File: src/rtl/mult_pkg.sv
// Shared definitions for the sequential shift-and-add multiplier:
// FSM state encoding, default operand width and the iteration-counter width.
package mult_pkg;

  // Operand width used when no override is given.
  localparam int DEFAULT_WIDTH = 4;

  // Control FSM states; code 2'd3 is illegal and recovers to IDLE.
  typedef enum logic [1:0] {
    IDLE = 2'd0,
    RUN  = 2'd1,
    DONE = 2'd2
  } state_t;

  // Bits needed for an iteration counter that must reach 'width'.
  function automatic int count_width(input int width);
    return $clog2(width + 1);
  endfunction

endpackage

File: src/rtl/mult_shift_add_if.sv
// Start/done handshake plus operand and product buses of the multiplier.
// The ALU/control side uses the master modport, the multiplier the slave one.
interface mult_shift_add_if
  import mult_pkg::*;
#(
  parameter int WIDTH = DEFAULT_WIDTH
);
  logic               St;
  logic [WIDTH-1:0]   Mplier;
  logic [WIDTH-1:0]   Mcand;
  logic               Busy;
  logic               Done;
  logic [2*WIDTH-1:0] Product;

  modport master (output St, output Mplier, output Mcand,
                  input Busy, input Done, input Product);

  modport slave  (input St, input Mplier, input Mcand,
                  output Busy, output Done, output Product);
endinterface

File: src/rtl/acc_param.sv
// Parametrised (2*WIDTH+1)-bit accumulator register.
// Load copies Entradas in; Ad adds Entradas[WIDTH-1:0] to the upper WIDTH+1
// bits when the accumulator LSB (current multiplier bit) is set; Sh shifts the
// whole word right by one. Ad and Sh together perform add-then-shift in one edge.
module acc_param
  import mult_pkg::*;
#(
  parameter int WIDTH = DEFAULT_WIDTH
) (
  input  logic               Clk,
  input  logic               Reset,
  input  logic               Load,
  input  logic               Ad,
  input  logic               Sh,
  input  logic [2*WIDTH:0]   Entradas,
  output logic [2*WIDTH:0]   Saidas
);

  logic [2*WIDTH:0] acc_q, acc_d;
  logic [WIDTH:0]   upper_sum;

  // Next accumulator value: load has priority over add/shift.
  always_comb begin
    acc_d     = acc_q;
    upper_sum = acc_q[2*WIDTH:WIDTH]
              + {1'b0, ((Ad && acc_q[0]) ? Entradas[WIDTH-1:0] : {WIDTH{1'b0}})};
    if (Load) begin
      acc_d = Entradas;
    end else if (Sh) begin
      acc_d = {1'b0, upper_sum, acc_q[WIDTH-1:1]};
    end else if (Ad) begin
      acc_d = {upper_sum, acc_q[WIDTH-1:0]};
    end
  end

  // Accumulator register with synchronous reset.
  always_ff @(posedge Clk) begin
    if (Reset) begin
      acc_q <= '0;
    end else begin
      acc_q <= acc_d;
    end
  end

  assign Saidas = acc_q;

endmodule

File: src/rtl/mult_shift_add.sv
// Sequential shift-and-add multiplier: one add-and-shift per cycle, WIDTH
// iterations, then a one-cycle Done pulse with the registered Product.
// Optional macro MULT_SIGNED_EN: operands are two's complement; magnitudes are
// multiplied and the product is negated on completion when the signs differ.
module mult_shift_add
  import mult_pkg::*;
#(
  parameter int WIDTH = DEFAULT_WIDTH
) (
  input  logic            Clk,
  input  logic            Reset,
  mult_shift_add_if.slave bus
);

  localparam int CW = count_width(WIDTH);

  state_t             state_q, state_d;
  logic [CW-1:0]      count_q, count_d;
  logic [WIDTH-1:0]   mcand_q, mcand_d;
  logic [2*WIDTH-1:0] product_q, product_d;

  logic [2*WIDTH:0]   acc_in, acc_out;
  logic               acc_load, acc_ad, acc_sh;

  logic [WIDTH-1:0]   mplier_mag, mcand_mag;
  logic [WIDTH:0]     run_sum;
  logic [2*WIDTH-1:0] product_raw;

`ifdef MULT_SIGNED_EN
  logic neg_q, neg_d;

  // Magnitudes of the signed operands; -2^(W-1) maps to 2^(W-1) unsigned.
  always_comb begin
    mplier_mag = bus.Mplier[WIDTH-1] ? -bus.Mplier : bus.Mplier;
    mcand_mag  = bus.Mcand[WIDTH-1]  ? -bus.Mcand  : bus.Mcand;
  end
`else
  assign mplier_mag = bus.Mplier;
  assign mcand_mag  = bus.Mcand;
`endif

  acc_param #(.WIDTH(WIDTH)) u_acc (
    .Clk      (Clk),
    .Reset    (Reset),
    .Load     (acc_load),
    .Ad       (acc_ad),
    .Sh       (acc_sh),
    .Entradas (acc_in),
    .Saidas   (acc_out)
  );

  // Result of the current iteration (accumulator after add-and-shift),
  // needed so Product can be latched on the same edge as the last shift.
  always_comb begin
    run_sum     = acc_out[2*WIDTH:WIDTH]
                + {1'b0, (acc_out[0] ? mcand_q : {WIDTH{1'b0}})};
    product_raw = {run_sum, acc_out[WIDTH-1:1]};
  end

  // Next-state and datapath control for the IDLE/RUN/DONE sequencer.
  always_comb begin
    state_d   = state_q;
    count_d   = count_q;
    mcand_d   = mcand_q;
    product_d = product_q;
    acc_load  = 1'b0;
    acc_ad    = 1'b0;
    acc_sh    = 1'b0;
    acc_in    = {{(WIDTH+1){1'b0}}, mcand_q};
`ifdef MULT_SIGNED_EN
    neg_d     = neg_q;
`endif
    case (state_q)
      IDLE: begin
        if (bus.St) begin
          acc_load = 1'b1;
          acc_in   = {{(WIDTH+1){1'b0}}, mplier_mag};
          mcand_d  = mcand_mag;
          count_d  = '0;
`ifdef MULT_SIGNED_EN
          neg_d    = bus.Mplier[WIDTH-1] ^ bus.Mcand[WIDTH-1];
`endif
          state_d  = RUN;
        end
      end
      RUN: begin
        acc_ad  = 1'b1;
        acc_sh  = 1'b1;
        count_d = count_q + CW'(1);
        if (count_q == CW'(WIDTH-1)) begin
`ifdef MULT_SIGNED_EN
          product_d = neg_q ? -product_raw : product_raw;
`else
          product_d = product_raw;
`endif
          state_d   = DONE;
        end
      end
      DONE: begin
        state_d = IDLE;
      end
      default: begin
        state_d = IDLE;
      end
    endcase
  end

  // Control and result registers with synchronous reset.
  always_ff @(posedge Clk) begin
    if (Reset) begin
      state_q   <= IDLE;
      count_q   <= '0;
      mcand_q   <= '0;
      product_q <= '0;
    end else begin
      state_q   <= state_d;
      count_q   <= count_d;
      mcand_q   <= mcand_d;
      product_q <= product_d;
    end
  end

`ifdef MULT_SIGNED_EN
  // Sign of the pending product, captured at load.
  always_ff @(posedge Clk) begin
    if (Reset) begin
      neg_q <= 1'b0;
    end else begin
      neg_q <= neg_d;
    end
  end
`endif

  assign bus.Busy    = (state_q == RUN);
  assign bus.Done    = (state_q == DONE);
  assign bus.Product = product_q;

endmodule

File: src/flat_wrapper.sv
// flat-port wrapper written by rule: the top's interface ports become plain ports
module mult_shift_add_flat import mult_pkg::*;
#(
  parameter int WIDTH = DEFAULT_WIDTH
)
  (Clk, Reset, bus_St, bus_Mplier, bus_Mcand, bus_Busy, bus_Done, bus_Product);
  mult_shift_add_if #(.WIDTH(WIDTH)) bus_i ();
  input  logic Clk;
  input  logic Reset;
  input wire logic [$bits(bus_i.St)-1:0] bus_St;
  input wire logic [$bits(bus_i.Mplier)-1:0] bus_Mplier;
  input wire logic [$bits(bus_i.Mcand)-1:0] bus_Mcand;
  output wire logic [$bits(bus_i.Busy)-1:0] bus_Busy;
  output wire logic [$bits(bus_i.Done)-1:0] bus_Done;
  output wire logic [$bits(bus_i.Product)-1:0] bus_Product;
  assign bus_i.St = bus_St;
  assign bus_i.Mplier = bus_Mplier;
  assign bus_i.Mcand = bus_Mcand;
  assign bus_Busy = bus_i.Busy;
  assign bus_Done = bus_i.Done;
  assign bus_Product = bus_i.Product;
  mult_shift_add #(.WIDTH(WIDTH)) u_core (.Clk(Clk), .Reset(Reset), .bus(bus_i));
endmodule
File: config.mk
export PLATFORM = sky130hd
export DESIGN_NAME = mult_shift_add_flat
export DESIGN_NICKNAME = d
export VERILOG_FILES = /design/src/rtl/mult_pkg.sv /design/src/rtl/mult_shift_add_if.sv /design/src/rtl/acc_param.sv /design/src/rtl/mult_shift_add.sv /design/src/flat_wrapper.sv
export SDC_FILE = /design/constraint.sdc
export NUM_CORES = 1
export LEC_CHECK = 0
export ABC_AREA = 1
export ABC_CLOCK_PERIOD_IN_PS = 3100
export CAP_MARGIN = 30
export CORE_ASPECT_RATIO = 1.75
export CORE_UTILIZATION = 54
export CTS_CLUSTER_DIAMETER = 100
export DETAILED_ROUTE_END_ITERATION = 10
export GPL_ROUTABILITY_DRIVEN = 0
export GPL_TIMING_DRIVEN = 1
export PLACE_DENSITY_LB_ADDON = 0.15
export SETUP_SLACK_MARGIN = 0.4
export SLEW_MARGIN = 20
export SYNTH_ARGS = -nofsm -noshare
export SYNTH_HDL_FRONTEND = slang
export SYNTH_HIERARCHICAL = 1
export SYNTH_SLANG_ARGS = --single-unit
File: constraint.sdc
create_clock -name Clk -period 3.1 [get_ports Clk]
set_clock_uncertainty 0.15 [all_clocks]
set_input_delay 0.62 -clock Clk [delete_from_list [all_inputs] [get_ports Clk]]
set_output_delay 0.62 -clock Clk [all_outputs]
set_load 0.005 [all_outputs]
==> impl_metrics.csv, run 1 <==
group,metric,value,unit
power,swShare,0.307,
detailed_routing,routed-via-count,1492,
die,dieArea,3170,um^2
global_routing,grt_pass1_wl,6.08,mm
global_routing,overflow,0,
timing,timing.final.ws_setup,632,ps
placed_design,dp_hpwl,2.84,mm
run,drv_cap,0,
global_routing,grt_max_degree,14,
yosys,syn_avg_cell_area,6.99,um^2
yosys,async_flop_share,0,
clock_network,cts_sinks,26,
finish,final_util,0.709,
setup_path,worst-setup-path-type,"flip-flop to flip-flop",
die,placementRows,25,
status,status,"completed",
detailed_routing,drt_iter0_markers,74,
global_routing,grt_pass1_vias,1411,
finish,fillCellCount,258,
die,core_area,2750,um^2
clock_network,cts_tree,"done",
timing,setup_viol,0,
detailed_routing,routed_wl,3.67,mm
global_routing,top_usage_layer,"met2",
finish,multi_input_area,951,um^2
setup_path,cp.required,3110,ps
global_routing,grt_use_total,0.253,
power,comb_power_share,0.240,
finish,diodes,0,
power,power_frac_clock,0.253,
power,p_leak,0.961,nW
power,fin_total_pwr,741,uW
clock_network,clockRootBuffer,"clkbuf_8",
clock_network,cts_buffer_depth,2,
finish,fin_area,1950,um^2
yosys,synth_cell_types,30,
detailed_routing,routed_via_density,5.24,
yosys,syn_inst,227,
finish,ff_latch_area,520,um^2
global_routing,use_met2,0.498,
yosys,synth_area,1590,um^2
clock_network,worstSkewPairLatency,260,ps
yosys,seq_area_frac_synth,0.328,
power,p_switching,228,uW
yosys,synthFlopType,"dfxtp_1",
global_routing,gr-usage-met3,0.0221,
timing,period_share,0.796,
global_routing,antenna_found_initial,0,
yosys,synth-seq-cells,26,
detailed_routing,antenna_left,0,
timing,fin_setup_tns,0,ps
timing,final_hold_viol_count,0,
yosys,synth_area_leader_cell,"dfxtp_1",
yosys,synth_common_cells,"65 x nand2_1, 34 x inv_1, 26 x dfxtp_1, 19 x nor2_1, 17 x a21oi_1",
setup_path,end_kind,"flip-flop",
setup_path,arrival,2480,ps
placed_design,place_ws,102,ps
power,peakVddDrop,0.000305,V
finish,nets,283,
detailed_routing,dr.pass1.iters,4,
clock_network,cts.clk_slew.worst_paths,80,ps
setup_path,start_kind,"flip-flop",
die,die_h,73.7,um
power,p_per_area,380,nW/um^2
yosys,synth_edf_count,0,
placed_design,io_buffers,20,
timing,max_freq,0.405,GHz
finish,area_growth,22.9,%
timing,rsz0062_at_grt,"false",
yosys,yosys_warnings,6,
yosys,yosys-top-cells-area,"dfxtp_1 33%, nand2_1 15%, inv_1 8.0%",
timing,fin_crit,2470,ps
timing,slew_viol_final,0,
hold_path,hp-class,"flip-flop to flip-flop",
power,cellInternalPower,513,uW
detailed_routing,drc,0,
yosys,yosysTopAreaCellShare,0.328,
yosys,yosys.cell_count.top_type,"nand2_1",
power,power_frac_seq,0.507,
die,initial_core_util,0.576,
global_routing,grt_use_met1,0.267,
die,die_width,43.0,um
finish,drive_gt1_frac,0.159,
clock_network,numCtsBuffers,3,
detailed_routing,wl_per_cell,12.9,um
clock_network,htreeDepth,1,
die,io_pins,21,
setup_path,cp_max_fo,8,
placed_design,placed_area,1850,um^2
sequential cells by signal (all words and copies together) (netlist names):
| signal | count |
|---|---|
| u_core/mcand_q | 4 |
| u_core/count_q | 3 |
| u_core/bus.Product | 8 |
| u_core/state_q | 2 |
| u_core/u_acc/Saidas | 9 |
routing by layer:
layer  vias up  share of wire  wire length, um
li1        768              -                -
met1       676           0.39             1420
met2        38           0.56             2070
met3        10          0.028              103
met4         0          0.020               73
met5         -              0                0
cells in the final DEF, fill, tap and decap left out, types with 2 or more instances in the layout:
cell type and instances:
nand3_1 14, inv_2 6, or2_0 2, nand2_2 4, nand3_2 2, inv_1 33, buf_4 5, nand2_4 3
dfxtp_1 26, a21oi_2 5, conb_1 5, o22ai_1 2, nor2_2 3, a21oi_1 17, nand2_1 61, nor2_1 17
o21ai_0 2, nor2_4 2, a22oi_1 2, clkdlybuf4s50_1 19, ha_1 9, clkbuf_8 3, o221ai_1 2
power groups by stage:
| stage | Clock (mW) | Sequential, mW | Combinational (mW) |
|---|---|---|---|
| 4_1_cts | 0.194 | 0.375 | 0.169 |
| 3_3_place_gp | 0 | 0.383 | 0.164 |
| 2_1_floorplan | 0 | 0.375 | 0.120 |
| 3_5_place_dp | 0 | 0.383 | 0.166 |
| 5_1_grt | 0.210 | 0.379 | 0.198 |
| 6_report | 0.188 | 0.376 | 0.178 |
area by class of cell:
type	count	share of cell area
Multi-Input combinational cell	163	0.487
Clock buffer	3	0.0212
Sequential cell	26	0.267
Timing Repair Buffer	26	0.129
Inverter	40	0.0783
Tap cell	27	0.0173
cell families (layout without fill, tap and decap cells):
group | after synthesis | count (layout) | share of synthesized area
adder cells (fa/ha/maj) | 12 | 12 | 0.104
other | 1 | 5 | 0.00236
flip-flops | 26 | 26 | 0.328
AND/OR/NAND/NOR | 110 | 110 | 0.319
AO/OA/AOI/OAI | 35 | 35 | 0.139
buffers and inverters | 42 | 69 | 0.102
XOR/XNOR | 1 | 1 | 0.00552
critical path, cell delays in order, from the launching register on:
cell,delay [ps]
dfxtp_1,440
nand2_4,110
inv_1,280
nand2_1,210
nor2_2,150
ha_2,220
fa_2,450
o22ai_1,150
o21bai_2,140
a21oi_2,60
worst paths after layout:
kind | slack, ps | to | startpoint | cells after the start
max | 630 | u_core/u_acc/Saidas[5]$_SDFFE_PP0P_ | u_core/state_q[0]$_SDFFE_PP0P_ | 9
min | 310 | u_core/count_q[2]$_SDFFE_PP0P_ | u_core/count_q[2]$_SDFFE_PP0P_ | 2
max reg2reg | 630 | u_core/u_acc/Saidas[5]$_SDFFE_PP0P_ | u_core/state_q[0]$_SDFFE_PP0P_ | 9
min reg2reg | 310 | u_core/count_q[2]$_SDFFE_PP0P_ | u_core/count_q[2]$_SDFFE_PP0P_ | 2
stage by stage:
stage               instances  hold slack, ps
floorplan                 231             289
global placement          279             297
detailed placement        279             302
CTS                       283             314
global route              285             331
finish                    285             314
repair_timing:
action                     in CTS  in global routing
hold buffers                    0                  0
pin swaps                       1                  6
gates resized for setup         1                 12
buffers inserted                1                  2
setup endpoints to repair       3                  5
hold endpoints to repair        0                  0
Power figures use the tool's default switching activity.
==> run 2, diff against run 1 <==
--- a/config.mk
+++ b/config.mk
@@ -6,10 +6,10 @@
 export NUM_CORES = 1
 export LEC_CHECK = 0
 export ABC_AREA = 1
-export ABC_CLOCK_PERIOD_IN_PS = 3100
+export ABC_CLOCK_PERIOD_IN_PS = 2200
 export CAP_MARGIN = 30
 export CORE_ASPECT_RATIO = 1.75
-export CORE_UTILIZATION = 54
+export CORE_UTILIZATION = 49
 export CTS_CLUSTER_DIAMETER = 100
 export DETAILED_ROUTE_END_ITERATION = 10
 export GPL_ROUTABILITY_DRIVEN = 0
==> constraint.sdc (replaced) <==
create_clock -name Clk -period 2.2 [get_ports Clk]
set_clock_uncertainty 0.15 [all_clocks]
set_input_delay 0.44 -clock Clk [delete_from_list [all_inputs] [get_ports Clk]]
set_output_delay 0.44 -clock Clk [all_outputs]
set_load 0.005 [all_outputs]
==> run 2 against run 1 <==
- the run now ends with negative setup slack left
- highest routed layer unchanged
- utilization grew 0.63 points
- critical endpoint unchanged
- power increased by 52%
- hold slack got worse by 0.50 ps
- combinational power is 82% higher
- largest power group unchanged
- fmax increased by 9.9%
- flip-flop and latch count unchanged
==> impl_metrics.csv, run 2 (synthesis gave the netlist of run 1 again) <==
group,metric,value,unit
detailed_routing,routed_via_density,4.93,
detailed_routing,routed-via-count,1623,
detailed_routing,drt_iter0_markers,24,
global_routing,grt_use_total,0.261,
status,violations,"negative setup slack",
timing,timing.final.ws_setup,-45.0,ps
finish,drive_gt1_frac,0.280,
finish,diodes,0,
detailed_routing,antenna_left,0,
power,peakVddDrop,0.000284,V
die,dieArea,3480,um^2
detailed_routing,drc,0,
power,p_leak,1.10,nW
finish,final_cell_mix,"60 x nand2_1, 31 x inv_1, 29 x buf_4, 23 x dfxtp_1, 18 x nor2_1",
clock_network,htreeDepth,1,
die,die_h,77.3,um
timing,max_freq,0.445,GHz
setup_path,start_kind,"flip-flop",
timing,final_hold_viol_count,0,
timing,setup_viol,3,
clock_network,numCtsBuffers,3,
timing,rsz0062_at_grt,"true",
setup_path,cp_max_fo,5,
clock_network,hold_buffers,0,
timing,fin_setup_tns,-64.1,ps
timing,period_share,1.02,
timing,holdWs,314,ps
global_routing,overflow,0,
setup_path,slowest_stage,"fa_2",
setup_path,crit_chain,"inv_4, nand2_8, nor2_4, inv_2, nand2_2, nand2_2, inv_2, nor2_2, ha_2, fa_2, o22ai_1, o21bai_1, a21oi_2",
die,die_width,45.0,um
global_routing,grt_max_degree,16,
finish,area_growth,40.1,%
setup_path,critPathMaxStageDelay,540,ps
detailed_routing,dr.pass1.iters,4,
clock_network,worstSkewPairLatency,270,ps
die,initial_core_util,0.510,
status,status,"finished, violations left",
global_routing,antenna_found_initial,0,
finish,fillCellCount,284,
finish,ff_latch_area,527,um^2
die,io_pins,21,
placed_design,dp_hpwl,3.14,mm
detailed_routing,routed_wl,4.23,mm
setup_path,arrival,2300,ps
finish,largest_register_ffs,9,
global_routing,grt_pass1_wl,6.70,mm
die,placementRows,27,
hold_path,hp-class,"flip-flop to flip-flop",
clock_network,cts.clk_slew.worst_paths,90,ps
finish,multi_input_area,980,um^2
die,core_area,3110,um^2
run,drv_cap,0,
setup_path,end_kind,"flip-flop",
clock_network,cts_sinks,26,
setup_path,cp.required,2260,ps
timing,fin_crit,2240,ps
global_routing,grt_pass1_vias,1591,
timing,slew_viol_final,0,
placed_design,io_buffers,20,
power,p_per_area,506,nW/um^2
clock_network,cts_buffer_depth,2,
detailed_routing,wl_per_cell,12.9,um
finish,layout_commonest_cell,"nand2_1",
clock_network,cts_tree,"done",
placed_design,place_ws,-631,ps
setup_path,worst-setup-path-type,"flip-flop to flip-flop",
finish,nets,311,
clock_network,clockRootBuffer,"clkbuf_8",
## run 2: final timing paths
path	slack [ps]	cells after the start	startpoint	end
max reg2reg	-40	13	u_core/state_q[1]$_SDFFE_PP0P_	u_core/u_acc/Saidas[5]$_SDFFE_PP0P_
min	310	2	u_core/bus.Product[0]$_SDFFE_PP0P_	u_core/bus.Product[0]$_SDFFE_PP0P_
max	-40	13	u_core/state_q[1]$_SDFFE_PP0P_	u_core/u_acc/Saidas[5]$_SDFFE_PP0P_
min reg2reg	310	2	u_core/bus.Product[0]$_SDFFE_PP0P_	u_core/bus.Product[0]$_SDFFE_PP0P_
## run 2: routing by layer
metal	global-route usage	routed length, um	up-vias
met5	0	0	-
met4	0.127	137	0
met3	0.0282	125	15
met2	0.507	2440	43
met1	0.244	1530	741
li1	-	-	824
## run 2: worst max-delay path: cells and delay by family (launching register included)
| kind | cells | cell delay [ps] |
|---|---|---|
| flops | 1 | 340 |
| compound gates | 3 | 370 |
| fa+ha+maj | 2 | 730 |
| buf+inv | 3 | 210 |
| simple gates | 5 | 390 |
## run 2: what timing repair did
item,CTS,global route
cloned,0,0
setup buffers,9,5
endpoints found under the setup margin,12,10
pin swaps,11,5
resized for setup,12,19
## run 2: cell type report
class | count | area share
Clock buffer | 3 | 0.0186
Inverter | 40 | 0.0709
Multi-Input combinational cell | 163 | 0.441
Sequential cell | 26 | 0.237
Tap cell | 43 | 0.0242
Timing Repair Buffer | 54 | 0.208
## run 2: stage by stage
step                instance area, um^2  power, mW  instances   util
floorplan                          1630      0.700        231      -
global placement                   2020      0.807        312  0.650
detailed placement                 2020      0.811        312  0.650
CTS                                2130       1.09        324  0.686
global route                       2220       1.18        329  0.715
finish                             2220       1.12        329  0.715
## run 2: power breakdown
| part | leakage, nW | total (mW) | switching [mW] | internal (mW) |
|---|---|---|---|---|
| Clock | 0.0216 | 0.271 | 0.148 | 0.123 |
| Sequential | 0.214 | 0.530 | 0.0318 | 0.498 |
| Combinational | 0.861 | 0.324 | 0.171 | 0.154 |
==> run 3, diff against run 2 <==
--- a/config.mk
+++ b/config.mk
@@ -6,10 +6,10 @@
 export NUM_CORES = 1
 export LEC_CHECK = 0
 export ABC_AREA = 1
-export ABC_CLOCK_PERIOD_IN_PS = 2200
+export ABC_CLOCK_PERIOD_IN_PS = 2290
 export CAP_MARGIN = 30
 export CORE_ASPECT_RATIO = 1.75
-export CORE_UTILIZATION = 49
+export CORE_UTILIZATION = 54
 export CTS_CLUSTER_DIAMETER = 100
 export DETAILED_ROUTE_END_ITERATION = 10
 export GPL_ROUTABILITY_DRIVEN = 0
==> constraint.sdc (replaced) <==
create_clock -name Clk -period 2.29 [get_ports Clk]
set_clock_uncertainty 0.15 [all_clocks]
set_input_delay 0.458 -clock Clk [delete_from_list [all_inputs] [get_ports Clk]]
set_output_delay 0.458 -clock Clk [all_outputs]
set_load 0.005 [all_outputs]
==> run 3 against run 2 <==
- the flow now finishes without violations
- setup slack gained 78 ps
- routed wire length down 6.3%
- register-to-register slack improved by 80 ps
- first-iteration DRC count up 17%
- hold slack worse by 1.2 ps
- final cell count shrank 7.6%
- critical endpoint is now u_core/u_acc/Saidas[8]$_SDFFE_PP0P_
- global-route usage rose by 0.48 points
- clock power is 7% higher
- critical path type unchanged
- cell area decreased by 4.2%
- flip-flop and latch count stayed put
- utilization up 5.9 points
==> impl_metrics.csv, run 3 (synthesis gave the netlist of run 1 again) <==
group,metric,value,unit
finish,drive_gt1_frac,0.256,
global_routing,antenna_found_initial,0,
clock_network,hold_buffers,0,
timing,fin_crit,2260,ps
setup_path,slowest_stage,"fa_2",
global_routing,grt_max_degree,20,
finish,fillCellCount,215,
global_routing,grt_use_total,0.266,
detailed_routing,dr.pass1.iters,4,
clock_network,numCtsBuffers,3,
timing,setup_viol,0,
setup_path,critPathMaxStageDelay,400,ps
setup_path,r2r_slack,30,ps
die,placementRows,25,
detailed_routing,drc,0,
finish,final_cell_mix,"58 x nand2_1, 31 x inv_1, 23 x dfxtp_1, 22 x buf_4, 18 x clkdlybuf4s50_1",
setup_path,arrival,2310,ps
timing,holdWs,313,ps
power,fin_total_pwr,1.08,mW
clock_network,cts.clk_slew.worst_paths,90,ps
clock_network,htreeDepth,1,
hold_path,hold_path_end,"u_core/count_q[2]$_SDFFE_PP0P_",
setup_path,start_kind,"flip-flop",
setup_path,timing.rr.start,"u_core/state_q[1]$_SDFFE_PP0P_",
setup_path,cp.required,2340,ps
global_routing,overflow,0,
die,core_area,2750,um^2
detailed_routing,wl_per_cell,13.0,um
finish,final_util,0.774,
setup_path,crit_chain,"inv_4, nand2_8, nor2_4, inv_2, nand2_1, nand2_1, inv_1, nor2_2, fa_2, nand2_2, nand2_2, nand2_2, nand2_2, nand2_1, nand2_1, a21oi_2",
finish,diodes,0,
clock_network,cts_buffer_depth,2,
timing,slew_viol_final,0,
status,status,"completed",
die,die_h,73.7,um
clock_network,cts_sinks,26,
finish,nets,301,
power,p_per_area,508,nW/um^2
timing,final_hold_viol_count,0,
detailed_routing,routed_via_density,5.30,
setup_path,worst-setup-path-type,"flip-flop to flip-flop",
hold_path,hp-class,"flip-flop to flip-flop",
die,io_pins,21,
die,die_width,43.0,um
clock_network,worstSkewPairLatency,260,ps
finish,layout_commonest_cell,"nand2_1",
placed_design,io_buffers,20,
power,peakVddDrop,0.000302,V
placed_design,dp_hpwl,2.91,mm
global_routing,grt_pass1_wl,6.44,mm
detailed_routing,antenna_left,0,
global_routing,grt_pass1_vias,1515,
timing,max_freq,0.443,GHz
die,initial_core_util,0.576,
detailed_routing,drt_iter0_markers,28,
detailed_routing,routed_wl,3.96,mm
timing,rsz0062_at_grt,"true",
clock_network,clockRootBuffer,"clkbuf_8",
setup_path,end_kind,"flip-flop",
finish,area_growth,34.2,%
run,drv_cap,0,
setup_path,cp_num_buf_inv,3,
setup_path,r2r_end,"u_core/u_acc/Saidas[8]$_SDFFE_PP0P_",
power,p_leak,1.05,nW
setup_path,r2r_cells,16,
setup_path,cp_max_fo,5,
finish,largest_register_ffs,9,
timing,period_share,0.986,
clock_network,cts_tree,"done",
setup_path,crit_family,"simple AND/OR/NAND/NOR gates",
hold_path,holdPathStages,2,
hold_path,hp-start,"u_core/count_q[2]$_SDFFE_PP0P_",
detailed_routing,routed-via-count,1611,
die,dieArea,3170,um^2
==> run 3: worst max path at each step <==
| stage | startpoint | endpoint | slack [ps] | cells after the start |
|---|---|---|---|---|
| final | u_core/state_q[1]$_SDFFE_PP0P_ | u_core/u_acc/Saidas[8]$_SDFFE_PP0P_ | 30 | 16 |
| after global routing | u_core/state_q[1]$_SDFFE_PP0P_ | u_core/u_acc/Saidas[8]$_SDFFE_PP0P_ | -80 | 16 |
| after CTS | bus_St | u_core/u_acc/Saidas[8]$_SDFFE_PP0P_ | 80 | 17 |
| after detailed placement | bus_St | u_core/u_acc/Saidas[6]$_SDFFE_PP0P_ | -600 | 15 |
| after global placement | bus_St | u_core/u_acc/Saidas[6]$_SDFFE_PP0P_ | -580 | 15 |
| after floorplan | bus_St | u_core/u_acc/Saidas[5]$_SDFFE_PP0P_ | -20 | 12 |
==> run 3: power by group <==
part	leakage, nW	internal, mW	total, mW	switching, mW
Clock	0.0288	0.153	0.290	0.137
Sequential	0.214	0.479	0.509	0.0301
Combinational	0.804	0.128	0.283	0.155
Total	1.05	0.760	1.08	0.322
==> run 3: cell type report <==
class	instances	area, um^2	share of cell area
multi-input cells	163	977	0.459
repair buffers	44	382	0.179
well taps	27	33.8	0.0159
flip-flops and latches	26	527	0.247
clock buffers	4	55.1	0.0259
inverters	40	155	0.0729
==> run 3: tightest hold or removal path: cells and delay by family, from the launching register on <==
family	cells	cell delay [ps]
AO/OA/AOI/OAI	1	50
flip-flops	1	320
AND/OR/NAND/NOR	1	60
==> run 3: timing repair <==
item	CTS	global route
buffers inserted	8	2
resized for setup	16	9
pin swaps	8	11
setup endpoints to repair	9	7
==> run 3: through the flow <==
step | std cells | worst slack [ps] | setup TNS [ps] | cell area [um^2]
after floorplan | 231 | -15.6 | -15.9 | 1630
after global routing | 304 | -80.9 | -259 | 2130
after detailed placement | 290 | -602 | -2780 | 1960
after CTS | 302 | 75.1 | 0 | 2100
after global placement | 290 | -581 | -2600 | 1960
final | 304 | 32.6 | 0 | 2130
==> run 3: layer usage <==
layer / part of all wire / up-vias / track usage
met3: 0.035 / 11 / 0.0221
met2: 0.58 / 41 / 0.537
li1: - / 810 / -
met4: 0.032 / 0 / 0.121
met1: 0.35 / 749 / 0.260
met5: 0 / - / 0
